$ cat config.mk
export PLATFORM = sky130hd
export DESIGN_NAME = par_reg_arbiter
export DESIGN_NICKNAME = d
export VERILOG_FILES = /design/src/rtl/par_reg_arbiter_pkg.sv /design/src/rtl/par_reg_arbiter_rr_pick.sv /design/src/rtl/par_reg_arbiter.sv
export SDC_FILE = /design/constraint.sdc
export NUM_CORES = 1
export LEC_CHECK = 0
export BUFFER_PORTS_ARGS = -buffer_cell sky130_fd_sc_hd__buf_2
export CORE_ASPECT_RATIO = 1.75
export CORE_MARGIN = 8
export CORE_UTILIZATION = 40
export CTS_CLUSTER_SIZE = 30
export DETAILED_ROUTE_END_ITERATION = 12
export PLACE_DENSITY = 0.76
export RECOVER_POWER = 50
export SKIP_LAST_GASP = 1
export SYNTH_ARGS = -nofsm -noshare
export SYNTH_HDL_FRONTEND = slang
export SYNTH_SLANG_ARGS = --single-unit
$ cat constraint.sdc
create_clock -name CLOCK -period 1.91 [get_ports CLOCK]
set_input_delay 0 -clock CLOCK [delete_from_list [all_inputs] [get_ports CLOCK]]
set_output_delay 0 -clock CLOCK [all_outputs]
set_load 0.01 [all_outputs]
$ cat src/rtl/par_reg_arbiter_pkg.sv
// par_reg_arbiter_pkg: state encoding and elaboration helpers shared by the
// parallel-register arbiter and its round-robin picker.
package par_reg_arbiter_pkg;

    typedef enum logic [1:0] {
        S_IDLE = 2'd0,
        S_WR   = 2'd1,
        S_RD   = 2'd2,
        S_ACK  = 2'd3
    } state_e;

    // Index width for n items, never narrower than one bit.
    function automatic int clog2(input int n);
        int r;
        r = 0;
        while ((1 << r) < n) r++;
        return (r < 1) ? 1 : r;
    endfunction

endpackage

$ cat src/rtl/par_reg_arbiter_rr_pick.sv
// par_reg_arbiter_rr_pick: combinational round-robin picker; the search starts
// one past the pointer and wraps, the first active requester wins.
module par_reg_arbiter_rr_pick
    import par_reg_arbiter_pkg::*;
#(
    parameter int NREQ = 4,
    localparam int IW = clog2(NREQ)
)(
    input  logic [NREQ-1:0] req_i,
    input  logic [IW-1:0]   ptr_i,
    output logic [IW-1:0]   idx_o,
    output logic            vld_o
);

    // Scan from farthest to nearest so the nearest active slot overwrites.
    always_comb begin
        idx_o = '0;
        for (int k = NREQ; k >= 1; k--) begin
            if (req_i[(int'(ptr_i) + k) % NREQ]) idx_o = IW'((int'(ptr_i) + k) % NREQ);
        end
    end

    assign vld_o = |req_i;

endmodule

$ cat src/rtl/par_reg_arbiter.sv
// par_reg_arbiter: round-robin sequencer sharing one parallel storage register
// (EWR write strobe, active-low EDY read enable) among NREQ requesters.
module par_reg_arbiter
    import par_reg_arbiter_pkg::*;
#(
    parameter int NREQ     = 4,
    parameter int WIDTH    = 8,
    parameter int RD_WAIT  = 1,
    parameter int INV_READ = 1,
    localparam int IW = clog2(NREQ)
)(
    input  logic                    CLOCK,
    input  logic                    RESET,
    input  logic [NREQ-1:0]         REQ_WR,
    input  logic [NREQ-1:0]         REQ_RD,
    input  logic [NREQ*WIDTH-1:0]   WDATA,
    output logic [NREQ-1:0]         ACK,
    output logic [WIDTH-1:0]        RDATA,
    output logic [IW-1:0]           GNT_ID,
    output logic                    BUSY,
    output logic [WIDTH-1:0]        REG_DATA,
    output logic                    REG_EWR,
    output logic                    REG_EDY,
    input  logic [WIDTH-1:0]        REG_Q
);

    state_e           state_q, state_d;
    logic [IW-1:0]    ptr_q, ptr_d, gnt_q, gnt_d, win;
    logic [3:0]       cnt_q, cnt_d;
    logic [WIDTH-1:0] rdata_q, rdata_d;
    logic [NREQ-1:0]  ack_q, ack_d;
    logic             busy_q, ewr_q, edy_q, vld, last;

    par_reg_arbiter_rr_pick #(.NREQ(NREQ)) u_pick (
        .req_i(REQ_WR | REQ_RD),
        .ptr_i(ptr_q),
        .idx_o(win),
        .vld_o(vld)
    );

    assign last = cnt_q == 4'(RD_WAIT - 1);

    always_comb begin
        state_d = state_q;
        ptr_d   = ptr_q;
        gnt_d   = gnt_q;
        cnt_d   = '0;
        rdata_d = rdata_q;
        case (state_q)
            S_IDLE: if (vld) begin
                state_d = REQ_WR[win] ? S_WR : S_RD;
                ptr_d   = win;
                gnt_d   = win;
            end
            S_WR: state_d = S_ACK;
            S_RD: begin
                cnt_d = cnt_q + 4'd1;
                if (last) begin
                    state_d = S_ACK;
                    rdata_d = (INV_READ != 0) ? ~REG_Q : REG_Q;
                end
            end
            default: state_d = S_IDLE;
        endcase
        ack_d        = '0;
        ack_d[gnt_d] = state_d == S_ACK;
    end

    // Strobes and flags are registered from the next state so they line up with it.
    always_ff @(posedge CLOCK) begin
        if (RESET) begin
            state_q <= S_IDLE;
            ptr_q   <= IW'(NREQ - 1);
            gnt_q   <= '0;
            cnt_q   <= '0;
            rdata_q <= '0;
            ack_q   <= '0;
            busy_q  <= 1'b0;
            ewr_q   <= 1'b0;
            edy_q   <= 1'b1;
        end else begin
            state_q <= state_d;
            ptr_q   <= ptr_d;
            gnt_q   <= gnt_d;
            cnt_q   <= cnt_d;
            rdata_q <= rdata_d;
            ack_q   <= ack_d;
            busy_q  <= state_d != S_IDLE;
            ewr_q   <= state_d == S_WR;
            edy_q   <= state_d != S_RD;
        end
    end

    assign ACK      = ack_q;
    assign RDATA    = rdata_q;
    assign GNT_ID   = gnt_q;
    assign BUSY     = busy_q;
    assign REG_EWR  = ewr_q;
    assign REG_EDY  = edy_q;
    assign REG_DATA = (state_q == S_WR) ? WDATA[gnt_q*WIDTH +: WIDTH] : '0;

endmodule

==> Word level (Yosys, flattened, before mapping) <==
Cells that the tools add are included.
{ "classes": {"addsub": 5, "n_lt_le_gt_ge": 7, "eq_ne": 5, "n_shift": 1, "mux": 27, "n_bitwise": 8, "reduce_logical": 12} }
{ "ops": {"columns": ["operator", "n"], "rows": [
  ["$shiftx 32x6->8", 1],
  ["$mux 2", 9],
  ["$lt 3x4->1 const B", 4],
  ["$bmux 1 s2", 5],
  ["$mux 1", 10],
  ["$reduce_or 2->1", 5],
  ["$mux 8", 1],
  ["$not 8->8", 1],
  ["$lt 2x3->1 const B", 2],
  ["$pmux 2 s3", 1],
  ["$add 2x1->2 const B", 2],
  ["$add 2x2->2 const B", 2],
  ["$add 4x1->4 const B", 1],
  ["$and 1x1->1 const A", 4],
  ["$and 4x4->4", 1],
  ["$eq 2x1->1 const B", 2],
  ["$eq 2x2->1 const B", 2],
  ["$logic_not 4->1", 1],
  ["$or 4x4->4", 1],
  ["$reduce_and 2->1", 2],
  ["$reduce_or 4->1", 1],
  ["$demux 1 s2", 1],
  ["$ge 2x1->1 const B", 1],
  ["$logic_not 2->1", 1],
  ["other kinds (4)", 4]
]} }
{ "word_totals": {"reg_bits": 25, "input_bits": 50, "out_inout_bits": 25, "elab_cells": 74} }

==> Depth between registers and ports, before layout <==
{ "logic_depth": {"depth_word": 17, "mapped_depth": 8, "mapped_depth_nobuf": 8} }

==> Cells and area by module <==
A second synthesis with hierarchy kept.
{ "hier_totals": {"hier_cells": 128, "hier_area_um2": 1341.3} }
{ "modules_own_cells": {"columns": ["module", "instances", "cells_each", "area_each_um2"], "rows": [
  ["par_reg_arbiter", 1, 114, 1249.9],
  ["par_reg_arbiter_rr_pick", 1, 14, 91.3]
]} }

==> Least setup slack after synthesis <==
No wires, ideal clock.
{ "synth_path": {"path_kind": "register -> register", "startpoint": "register ptr_q[1]", "endpoint": "register ack_q[0] (netlist: ACK[0])", "setup_time_ns": 0.123, "arrival_time_ns": 1.990, "slack_ns": -0.202, "stages_incl_launch_ff": 7, "n_path_buf": 0, "period_less_slack_ns": 2.112, "path_cell_list": "dfxtp_1 or3_4 and3b_1 or4_4 a311oi_4 o21bai_2 nor3_1"} }
{ "synth_between": {"elab_chain_cells": 15} }
{ "synth_lines": {"columns": ["item", "line_no", "source"], "rows": [
  ["from (decl)", "par_reg_arbiter.sv:28", "logic [IW-1:0] ptr_q, ptr_d, gnt_q, gnt_d, win;"],
  ["from (signal assigned)", "par_reg_arbiter.sv:73", "ptr_q <= IW'(NREQ - 1);"],
  ["from (signal assigned)", "par_reg_arbiter.sv:83", "ptr_q <= ptr_d;"],
  ["$add 2x1->2", "par_reg_arbiter_rr_pick.sv:19", "if (req_i[(int'(ptr_i) + k) % NREQ]) idx_o = IW'((int'(ptr_i) + k) % NREQ);"],
  ["$bmux 1 s2", "par_reg_arbiter_rr_pick.sv:19", null],
  ["$mux 1 (implied by the code) (2 in series)", "par_reg_arbiter_rr_pick.sv:19", null],
  ["$mux 2 (3 in series)", "par_reg_arbiter_rr_pick.sv:19", null],
  ["$mux 2 *", "par_reg_arbiter_rr_pick.sv:19", null],
  ["$bmux 1 s2 or $mux 2 (tied branches)", "par_reg_arbiter.sv:51, par_reg_arbiter.sv:50", null],
  ["$mux 1 (implied by the code) or $mux 2 (tied branches)", "par_reg_arbiter.sv:51, par_reg_arbiter.sv:49", null],
  ["$mux 2, or another cell as far along", "par_reg_arbiter.sv:51", "state_d = REQ_WR[win] ? S_WR : S_RD;"],
  ["$mux 2 or $logic_and 1x1->1 (tied branches)", "par_reg_arbiter.sv:50, par_reg_arbiter.sv:66", null],
  ["$pmux 2 s3 or $mux 1 (tied branches)", "par_reg_arbiter.sv:49, par_reg_arbiter.sv:66", null],
  ["$eq 2x2->1 or $demux 1 s2 (tied branches)", "par_reg_arbiter.sv:66", "ack_d[gnt_d] = state_d == S_ACK;"],
  ["$and 4x4->4 (no source line) *", null, null],
  ["to (signal assigned)", "par_reg_arbiter.sv:87", "ack_q <= ack_d;"],
  ["to (decl)", "par_reg_arbiter.sv:31", "logic [NREQ-1:0] ack_q, ack_d;"]
]} }
Every way passes the cells marked *; elsewhere a longest branch is shown, timed or not. The select of a mux whose other input is x is not followed.
A chain may end at the register's enable or synchronous reset.

==> Final worst setup path <==
{ "layout_path": {"startpoint": "register ptr_q[0]", "endpoint": "register ack_q[1] (netlist: ACK[1])"} }
The elaborated chain is that of the path after synthesis.

==> summary.txt <==
main flop type after synthesis: dfxtp_1
DRC viols: 0
CP max stage cell: or4_4
placed cell area: 0.001887 mm^2
largest net degree at the start of global routing: 17
layout cells sized above 1: 0.4184
RSZ-0062 raised after global routing: yes
total wire length: 4074 um
cell family with most CP delay: simple AND/OR/NAND/NOR gates
violated checks: negative setup slack
grt ovf: 0
vias: 1415
Post-synth EDFFs: 0
final setup margin: -134.3 ps
H-tree depth: 1
Clock Skews: 1.753 ps
vias per inst: 4.982
HP Start: RESET
latest clock arrival within the worst-skew pair: 260 ps
status: finished with violations
R2R depth: 6
clk root buf: clkbuf_8
nets: 296
netlist area before placement: 0.001370 mm^2
maxcap violations: 0
total core area: 0.003328 mm^2
Worst setup EP type: register
Unique masters post-synth: 36
# clock sinks: 25
Place WS: -154.9 ps
crit start category: register
largest fanout on the critical path: 4
vias in the first global route: 1472
GRT Util Overall: 0.1423
Worst EP required: 2070 ps
Die Area: 0.005628 mm^2
clock buffer depth: 2
CP cell instances: or3_4 > and3b_1 > or4_4 > a311oi_4 > o21bai_4 > nor3_1
worst hold stages: 2
sw frac: 0.3977
ANT nets after route: 0
I/O pins: 75
critical path type: reg -> reg
Worst slew margin: 0.7238
# diodes: 0
power share of the clock group: 0.115
Port Buf Inserts: 74
drt first pass iters: 4
syn_area_per_cell: 9.514 um^2
CTS tree: yes
Setup-failing EPs final: 8
worst min path class: in -> reg
Max rail drop VDD: 0.0007065 V
CP Buf/Inv Count: 0
first-pass GRT wire length: 6430 um
detailed-placement wirelength estimate: 3387 um
P_leak: 0.9086 nW
Pint: 0.001610 W
R2R Setup Slk: -130 ps
Worst Hold End: GNT_ID[1]
asr flop ratio synth: 0
Chip Width: 60.24 um
Reg power frac: 0.300
Crit path largest cell delay: 520 ps
Psw: 0.001063 W
PwrDens: 1326 mW/mm^2
f_max: 489.2 MHz
Die Y-Extent: 93.42 um
Least-Margin Pin Slew: 413.7 ps
drt initial violations: 29
Worst R2R Start: ptr_q[0]
synth warn: 0
initial antenna violation count: 0
Slew Limit Fails: 0
Post-Layout Cell Count: 284
combinational share of power: 0.584
part of the Yosys area used for sequential elements: 0.3653
flops & latches, synth: 25
initial core utilization: 0.4117
Net Count, Synth: 200
crit path DAT: 2200 ps
Fin. Hold Viols: 0
crit path time final: 2044 ps
total CTS buffers: 3
post-synthesis cell count: 144
routability cong.: 0.9406
Clk pin slew, worst setup/hold paths: 90 ps
post-route cell area: 0.002016 mm^2
Cell Count Post-Placement: 271
worst flop-to-flop path endpoint: ACK[1]
Final period util: 1.070
WL/cell: 14.35 um
Area Growth Syn to Fin: 47.12%
# rows: 28
==> flip-flops by register name (all words and copies together), names as in the netlist <==
signal / count
ACK: 4
BUSY: 1
GNT_ID: 2
RDATA: 8
REG_EDY: 1
REG_EWR: 1
cnt_q: 4
ptr_q: 2
state_q: 2
==> synthesized netlist by cell type, types with 3 or more instances <==
| cell type | n | share of area |
|---|---|---|
| ha_1 | 6 | 0.055 |
| inv_1 | 8 | 0.022 |
| a21oi_1 | 4 | 0.015 |
| mux4_2 | 8 | 0.13 |
| a211oi_1 | 11 | 0.060 |
| dfxtp_1 | 25 | 0.37 |
| nor3_1 | 8 | 0.029 |
| clkbuf_1 | 4 | 0.011 |
| o21ai_0 | 3 | 0.011 |
| and2_1 | 9 | 0.041 |
| nor2_1 | 19 | 0.052 |
| nand2_1 | 11 | 0.030 |
==> power groups by stage <==
stage	registers (W)	clock network, W	logic (W)
after floorplan	0.000856	0	0.000962
after global placement	0.000804	0	0.00149
after detailed placement	0.000812	0	0.00151
after CTS	0.000800	0.000317	0.00159
after global routing	0.000827	0.000333	0.00174
final	0.000803	0.000309	0.00156
==> worst max-delay path by stage <==
| stage | startpoint | to | slack [ps] | cells after the start |
|---|---|---|---|---|
| 5_1_grt | ptr_q[0] | ACK[1] | -200 | 6 |
| 6_report | ptr_q[0] | ACK[1] | -130 | 6 |
| 4_1_cts | ptr_q[0] | ACK[1] | -130 | 6 |
| 3_5_place_dp | ptr_q[0] | ACK[0] | -150 | 6 |
| 2_1_floorplan | ptr_q[1] | ACK[0] | -50 | 6 |
| 3_3_place_gp | ptr_q[0] | ACK[2] | -110 | 6 |
==> cells by family after synthesis <==
logic type               count (synthesis)  synth area share
multiplexers                             8            0.1315
XOR/XNOR                                 2           0.01279
AND/OR/NAND/NOR                         61            0.2274
AO/OA/AOI/OAI                           30            0.1753
adder cells (fa/ha/maj)                  6           0.05479
flip-flops                              25            0.3653
buffers and inverters                   12           0.03287
==> repair_timing <==
| item | 4_1_cts | 5_1_grt |
|---|---|---|
| setup buffers | 1 | 0 |
| pin swaps | 0 | 0 |
| cloned | 0 | 0 |
| endpoints found under the setup margin | 9 | 9 |
| gates resized for setup | 4 | 1 |
| hold buffers | 8 | 0 |
| endpoints found under the hold margin | 8 | 0 |
==> cell type report <==
| type | instances | area (um^2) |
|---|---|---|
| fillers | 302 | 1313 |
| multi-input cells | 107 | 850.8 |
| repair buffers | 95 | 529.3 |
| flip-flops and latches | 25 | 503.0 |
| well taps | 45 | 56.30 |
| clock buffers | 3 | 41.29 |
| inverters | 8 | 30.03 |
| clock inverters | 1 | 5.005 |
==> worst reg2reg max path: cells and delay by family, from the launching register on <==
family | cells | cell delay (ps)
and+or+nand+nor | 4 | 1170
AOI/OAI and AO/OA | 2 | 440
DFF | 1 | 340
==> per-stage QoR <==
stage          hold WS [ps]  utilization  total power (W)  setup TNS (ps)
6_report              103.1       0.6056         0.002673          -982.4
5_1_grt               151.9       0.6056         0.002897           -1469
4_1_cts               101.4       0.6102         0.002705          -888.4
3_5_place_dp          181.8       0.5669         0.002320          -803.2
3_3_place_gp          180.5       0.5669         0.002292          -527.4
2_1_floorplan         88.56            -         0.001819          -257.5
==> routing by layer <==
layer	vias up	GRT usage	part of all wire
met4	0	0.05411	0.012
met2	56	0.2778	0.52
met3	4	0.04264	0.12
met5	-	0	0
met1	642	0.1256	0.35
li1	713	-	-
==> cells in the final DEF (no fill, tap or decap), drive strengths merged, types with 2 or more instances in the layout <==
cell and instances:
dlygate4sd3 8, buf 72, clkbuf 18, or2 2
nor3 8, o21bai 3, inv 8, nand2 11
nor2 19, dfxtp 25, ha 6, or3 2
a211oi 11, a21boi 2, o21ai 3, and2 10
mux4 8, nor4 2, a21oi 4
Note: power is estimated with default switching activity, not from simulation.
